### config.mk
export PLATFORM = sky130hd
export DESIGN_NAME = chacha20_stream
export DESIGN_NICKNAME = d
export VERILOG_FILES = /design/src/rtl/chacha20_stream.sv
export SDC_FILE = /design/constraint.sdc
export NUM_CORES = 2
export LEC_CHECK = 0
export CORE_AREA = 2 2 582 584
export CTS_CLUSTER_DIAMETER = 100
export DETAILED_ROUTE_END_ITERATION = 7
export DIE_AREA = 0 0 584 586
export DONT_BUFFER_PORTS = 1
export MAX_ROUTING_LAYER = met4
export PLACE_DENSITY = 0.32
export SLEW_MARGIN = 10
export SYNTH_ARGS = -nofsm -noshare
export SYNTH_HDL_FRONTEND = slang
export SYNTH_SLANG_ARGS = --single-unit
### constraint.sdc
create_clock -name clk -period 3.1 [get_ports clk]
set_clock_uncertainty 0.1 [all_clocks]
set_input_delay 0.62 -clock clk [delete_from_list [all_inputs] [get_ports clk]]
set_output_delay 0.62 -clock clk [all_outputs]
set_load 0.02 [all_outputs]
### src/rtl/chacha20_stream.sv
// chacha20_stream: ChaCha20 keystream controller and 32-bit stream XOR stage.
// Define CHACHA_PREFETCH_EN to compute the next block while the current one streams.
module chacha20_stream #(
  parameter int WAIT_MIN = 12,
  parameter int CNT_W = 4
) (
  input  logic        clk,
  input  logic        rst_n,
  input  logic        load,
  input  logic [255:0] key,
  input  logic [95:0] nonce,
  input  logic [31:0] ctr_init,
  input  logic        in_valid,
  output logic        in_ready,
  input  logic [31:0] in_data,
  input  logic        in_last,
  output logic        out_valid,
  input  logic        out_ready,
  output logic [31:0] out_data,
  output logic        out_last,
  output logic        ctr_wrap,
  output logic        blk_start,
  output logic [31:0] blk_state_in [0:15],
  input  logic        blk_done,
  input  logic [31:0] blk_state_out [0:15],
  output logic        busy
);
  typedef enum logic [1:0] {IDLE, START, WAIT_KS, STREAM} state_t;
  state_t state, state_n;
  logic [255:0] key_r;
  logic [95:0] nonce_r;
  logic [31:0] ctr;
  logic [CNT_W-1:0] wcnt;
  logic [31:0] ks [0:15];
  logic [3:0] idx;
  logic done_ok, cap, acc, start, wait_clr, ctr_inc, ks_load;
  assign done_ok = blk_done && wcnt == CNT_W'(WAIT_MIN);
  assign cap = state == WAIT_KS && done_ok;
  assign acc = in_valid && in_ready;
  assign start = state == IDLE && load;
  assign busy = state != IDLE;
`ifdef CHACHA_PREFETCH_EN
  localparam bit PF = 1'b1;
  typedef enum logic [1:0] {PF_IDLE, PF_START, PF_WAIT, PF_DONE} pf_t;
  pf_t pf, pf_n;
  logic [31:0] ks2 [0:15];
  logic empty, pf_cap, roll, swap;
  assign pf_cap = pf == PF_WAIT && done_ok;
  assign roll = acc && idx == 4'd15 && !in_last;
  assign swap = roll && pf == PF_DONE;
  assign in_ready = state == STREAM && !empty && (!out_valid || out_ready);
  assign blk_start = state == START || pf == PF_START;
  assign wait_clr = blk_start;
  assign ctr_inc = cap || pf_cap;
  // a prefetch landing while the current block is exhausted goes straight to ks
  assign ks_load = cap || (pf_cap && (empty || roll));
  always_comb begin
    pf_n = pf;
    case (pf)
      PF_IDLE: pf_n = cap ? PF_START : PF_IDLE;
      PF_START: pf_n = PF_WAIT;
      PF_WAIT: pf_n = pf_cap ? ((empty || roll) ? PF_START : PF_DONE) : PF_WAIT;
      PF_DONE: pf_n = swap ? PF_START : PF_DONE;
    endcase
    if (acc && in_last) pf_n = PF_IDLE;
  end
  always_ff @(posedge clk or negedge rst_n)
    if (!rst_n) begin
      pf <= PF_IDLE;
      empty <= 1'b0;
      ks2 <= '{default: '0};
    end else begin
      pf <= pf_n;
      empty <= (empty && !pf_cap) || (roll && pf != PF_DONE && !pf_cap);
      if (pf_cap && !empty && !roll) ks2 <= blk_state_out;
    end
`else
  localparam bit PF = 1'b0;
  assign in_ready = state == STREAM && (!out_valid || out_ready);
  assign blk_start = state == START;
  assign wait_clr = blk_start;
  assign ctr_inc = cap;
  assign ks_load = cap;
`endif
  always_comb begin
    state_n = state;
    case (state)
      IDLE: state_n = load ? START : IDLE;
      START: state_n = WAIT_KS;
      WAIT_KS: state_n = cap ? STREAM : WAIT_KS;
      STREAM: state_n = (acc && in_last) ? IDLE : (acc && idx == 4'd15 && !PF) ? START : STREAM;
    endcase
  end
  always_comb begin
    blk_state_in[0] = 32'h61707865;
    blk_state_in[1] = 32'h3320646e;
    blk_state_in[2] = 32'h79622d32;
    blk_state_in[3] = 32'h6b206574;
    for (int i = 0; i < 8; i++) blk_state_in[4+i] = key_r[32*i+:32];
    blk_state_in[12] = ctr;
    for (int i = 0; i < 3; i++) blk_state_in[13+i] = nonce_r[32*i+:32];
  end
  always_ff @(posedge clk or negedge rst_n)
    if (!rst_n) ks <= '{default: '0};
    else if (ks_load) ks <= blk_state_out;
`ifdef CHACHA_PREFETCH_EN
    else if (swap) ks <= ks2;
`endif
  always_ff @(posedge clk or negedge rst_n)
    if (!rst_n) begin
      state <= IDLE;
      key_r <= '0;
      nonce_r <= '0;
      ctr <= '0;
      ctr_wrap <= 1'b0;
      wcnt <= '0;
      idx <= '0;
      out_valid <= 1'b0;
      out_data <= '0;
      out_last <= 1'b0;
    end else begin
      state <= state_n;
      if (start) begin
        key_r <= key;
        nonce_r <= nonce;
      end
      ctr <= start ? ctr_init : ctr_inc ? ctr + 32'd1 : ctr;
      ctr_wrap <= start ? 1'b0 : (ctr_inc && ctr == '1) ? 1'b1 : ctr_wrap;
      wcnt <= wait_clr ? '0 : (wcnt == CNT_W'(WAIT_MIN)) ? wcnt : wcnt + 1'b1;
      idx <= cap ? 4'd0 : acc ? idx + 4'd1 : idx;
      if (acc) begin
        out_data <= in_data ^ ks[idx];
        out_last <= in_last;
      end
      out_valid <= acc || (out_valid && !out_ready);
    end
endmodule

; After elaboration in Yosys (flattened, before gate mapping)
; Cells that the tools add are included.
[totals]
regBits = 941
inputBits = 935
out_inout_bits = 550
elab_cells = 73
[op_classes]
n_addsub = 3
n_lt_le_gt_ge = 1
eq_ne = 7
n_mux = 16
n_bitwise = 2
n_reduce_logical = 18
[op_table]
columns = operator, count
row1 = $bmux 32 s4, 1
row2 = $mux 32, 4
row3 = $add 32x1->32 const B, 1
row4 = $eq 32x32->1 const B, 1
row5 = $xor 32x32->32, 1
row6 = $mux 4, 4
row7 = $logic_and 1x1->1, 9
row8 = $add 4x1->4 const B, 2
row9 = $eq 4x4->1 const B, 2
row10 = $pmux 2 s4, 1
row11 = $reduce_bool 2->1, 4
row12 = $ge 5x5->1 const B, 1
row13 = $not 4->5, 1
row14 = $eq 2x2->1 const B, 2
row15 = $mux 1, 4
row16 = $mux 2, 2
row17 = $eq 2x1->1 const B, 1
row18 = $logic_not 1->1, 2
row19 = $logic_not 2->1, 1
row20 = $logic_or 1x1->1, 2
row21 = $ne 2x1->1 const B, 1

; Depth between registers and ports, before layout
[depth]
depth_word = 8
depth_mapped = 9
mapped_depth_nobuf = 7

; Worst setup path after synthesis
; No wires, ideal clock.
[synth_timing]
kind = register -> register
from = reg wcnt[0]
to = reg ctr[28]
setup_ns = 0.082
arrival_time_ns = 2.217
required_time_ns = 2.918
setup_slack_ns = 0.701
stages_incl_launch_ff = 10
n_path_buf = 2
synth_period_minus_slack_ns = 2.399
cell_sequence = dfrtp_1 inv_1 ha_1 nand3_4 or4_4 buf_6 nand4bb_1 clkbuf_2 or3_1 a31oi_1
[synth_between]
elab_chain_len = 4
[synth_lines]
columns = element, line_no
row1 = start: declaration, 33  ; logic [CNT_W-1:0] wcnt;
row2 = start signal: assignment, 129  ; wcnt <= wait_clr ? '0 : (wcnt == CNT_W'(WAIT_MIN)) ? wcnt : wcnt + 1'b1;
row3 = $eq 4x4->1, 37  ; assign done_ok = blk_done && wcnt == CNT_W'(WAIT_MIN);
row4 = $logic_and 1x1->1, 37
row5 = $logic_and 1x1->1, 38  ; assign cap = state == WAIT_KS && done_ok;
row6 = $reduce_bool 2->1 (no source line), n/a
row7 = end signal: assignment, 127  ; ctr <= start ? ctr_init : ctr_inc ? ctr + 32'd1 : ctr;
row8 = end: declaration, 32  ; logic [31:0] ctr;
; No other way between the ends.
; A chain may end at the register's enable or synchronous reset.

; Final worst setup path
[layout_timing]
from = reg idx[2]
to = reg out_data[1]
[layout_between]
elab_chain_len = 5
[layout_lines]
columns = element, line_no
row1 = start: declaration, 35  ; logic [3:0] idx;
row2 = start signal: assignment, 130  ; idx <= cap ? 4'd0 : acc ? idx + 4'd1 : idx;
row3 = $not 4->5 (implied by the code), 132  ; out_data <= in_data ^ ks[idx];
row4 = $bmux 32 s4, 132
row5 = $mux 32 (implied by the code) (2 in series), 132
row6 = $xor 32x32->32, 132
row7 = end signal: assignment, 132
row8 = end: declaration, 19  ; output logic [31:0] out_data,
; No other way between the ends. The select of a mux whose other input is x is not followed.

==> flow_summary.ini <==
[run_status]
status = finished with violations
violations = hold timing

[logic_synthesis]
syn_avg_cell_area_um2 = 9.104
yosysMostFrequentCell = nand2_1
syn_inst = 4470
synth_compound_area_frac = 0.02248
synth.top_cell.area_share = 0.5787
synth-xor-area-share = 0.009470
muxShareOfSynthArea = 0.07871
synthFlopType = dfrtp_1
synthesis.area_um2 = 40690
ys_seq_area_frac = 0.5787
ys_seq_elements = 941
yosys_warnings = 0
synth_fa_ha_area_frac = 0.001230
synth_area_leaders = dfrtp_1 (58%), nand2_1 (25%), mux4_2 (7.1%)
async_flop_share = 1.000
synth_top_cell_by_area = dfrtp_1
synthSimpleGateAreaFrac = 0.2601
ys_types = 51
synth_edf_count = 0
synth_top_family_by_area = simple AND/OR/NAND/NOR gates
synth_common_cells = nand2_1 (2680), dfrtp_1 (941), clkbuf_1 (220)

[place]
portBuffers = 0
pre_cts_slack_ns = -0.1298
hpwl_um = 234200
gp_congestion = 0.9488

[worst_setup_path]
worstSetupStartpointType = flop
worstPathRequired_ns = 3.75
cp_slowest_stage_delay_ns = 0.76
worst-path-buf-inv = 2
crit_type = flop to flop
crit_family = multiplexers
cp.arrival_ns = 3.62
cp-end-kind = flop
crit_chain = buf_12, buf_4, mux4_2, mux2i_1, a21oi_1, xnor2_1, o21ai_0
slowest_stage = mux2i_1
crit_path_max_fanout = 13

[timing]
finalCritPeriodShare = 0.9601
worst_hold_slack_ns = -0.5590
rsz0062_at_grt = false
final-max-slew-violation-count = 0
finalSetupViolCount = 0
fmax_mhz = 336.0
setup_ws_ns = 0.1238
min_period_ns = 2.976
tightest_slew_ns = 1.167
max_slew_margin = 0.2220
finalSetupTns_ns = 0
hold_violations = 160

[global_routing]
grt_pass1_wl_um = 366600
gr-total-overflow = 0
grt_max_degree = 189
grt_util_all_layers = 0.1656
antenna_found_initial = 244
first_global_vias = 36630

[clocking]
cts_tree = yes
cts.clk_slew.worst_paths_ns = 0.06
cts_setup_buffers = 0
htree_levels = 4
cts-root-buf = clkbuf_16
cts_sinks = 941
cts_made_buffers = 140
clk_latency_ns = 0.83
cts.path.max_buffers = 4

[detailed_routing]
route.met2.wl_um = 131100
wl_met1_um = 119900
highest_layer = met4
dr.pass1.iters = 5
avgViaCountPerCell = 3.543
drt-initial-drc-count = 2268
vias = 35750
wl_um = 284700
drc_errors = 0
wl_per_cell_um = 28.23
ant_nets = 0
met3_length_um = 24790

[pwr]
p_per_area_nw_per_um2 = 1049
p_leak_nw = 28.26
vdd_drop_max_uv = 444.6

[job]
maxCapViolCount = 0

[worst_hold_path]
hold_class = primary input to async pin

[floorplan]
chipHeight_um = 586
ios = 1485
fp-row-count = 213
start_util = 0.1212
core-area_um2 = 335800
die_w_um = 584
die_area_um2 = 342200

[layout]
drive_gt1_frac = 0.09638
final_core_util = 0.1809
area_growth_syn_to_layout_pct = 49.32
nNetsFinal = 6390
[cells by family (layout without fill, tap and decap cells)]
logic type | count (synthesis) | count (layout)
AO/OA/AOI/OAI | 154 | 154
adder cells (fa/ha/maj) | 4 | 4
XOR/XNOR | 44 | 44
flip-flops | 941 | 941
buffers and inverters | 395 | 1350
AND/OR/NAND/NOR | 2770 | 2770
other | 2 | 258
multiplexers | 160 | 160
[power by group]
group | switching (W) | internal (W)
Sequential | 0.0109 | 0.0182
Combinational | 0.0107 | 0.00769
Clock | 0.00671 | 0.00952
Total | 0.0283 | 0.0354
[cell type report]
class                      instances  area, µm²
multi-input combinational       3260      15670
tap                             4407       5514
antenna                          130      325.3
sequential                       941      23560
clock inverter                    47      523.0
inverter                          11      41.29
clock buffer                     195       3981
fill                           37460     275000
timing repair buffer            1097      11150
[placed cells by master, fill, tap and decap left out, types with 25 or more instances in the layout]
master	netlist	final
a21oi_1	37	37
buf_12	0	34
buf_4	128	125
clkbuf_1	220	29
clkbuf_16	0	141
clkbuf_8	0	25
conb_1	2	128
dfrtp_1	941	937
diode_2	0	130
dlygate4sd3_1	0	930
mux2i_1	32	29
mux4_2	128	128
nand2_1	2680	2679
o21ai_0	44	44
o22ai_1	32	31
xnor2_1	39	39
[worst paths after layout]
check / start / to / slack [ns] / depth (start not counted)
min in group clk: out_ready / out_valid$_DFF_PN0_ / 0.16 / 2
hold reg to reg: ks[363]$_DFFE_PN0P_ / ks[363]$_DFFE_PN0P_ / 0.37 / 2
setup reg to reg: idx[2]$_DFFE_PN0P_ / out_data[1]$_DFFE_PN0P_ / 0.12 / 7
max in group asynchronous: rst_n / key_r[56]$_DFFE_PN0P_ / 0.58 / 4
hold / removal: rst_n / ks[137]$_DFFE_PN0P_ / -0.56 / 0
setup / recovery: idx[2]$_DFFE_PN0P_ / out_data[1]$_DFFE_PN0P_ / 0.12 / 7
[repair_timing]
| item | 4_1_cts | 5_1_grt |
|---|---|---|
| hold endpoints to repair | 1278 | 209 |
| setup endpoints to repair | 2 | 0 |
| hold buffers | 929 | 2 |
| gates resized for setup | 2 | 0 |
[routing by layer]
layer  global-route usage  up-vias
li1                     -    16020
met1               0.2014    17790
met2               0.2624     1475
met3              0.05294      458
met4              0.04507        0
met5                    -        -
[registers in the layout (all words and copies together), names as in the netlist]
| signal | count |
|---|---|
| ks | 512 |
| idx | 4 |
| ctr_wrap | 1 |
| ctr | 32 |
| out_data | 32 |
| nonce_r | 96 |
| key_r | 256 |
| out_valid | 1 |
| wcnt | 4 |
| out_last | 1 |
| state | 2 |
[through the flow]
stage,power (W),cell area [µm²],instances
after global routing,0.06779,60720,10070
after CTS,0.06523,60370,9955
after floorplan,0.03475,41170,4596
after global placement,0.04710,46550,8784
final,0.06373,60760,10090
after detailed placement,0.04717,46560,8784
No activity file was read; power rests on OpenSTA's default activity.
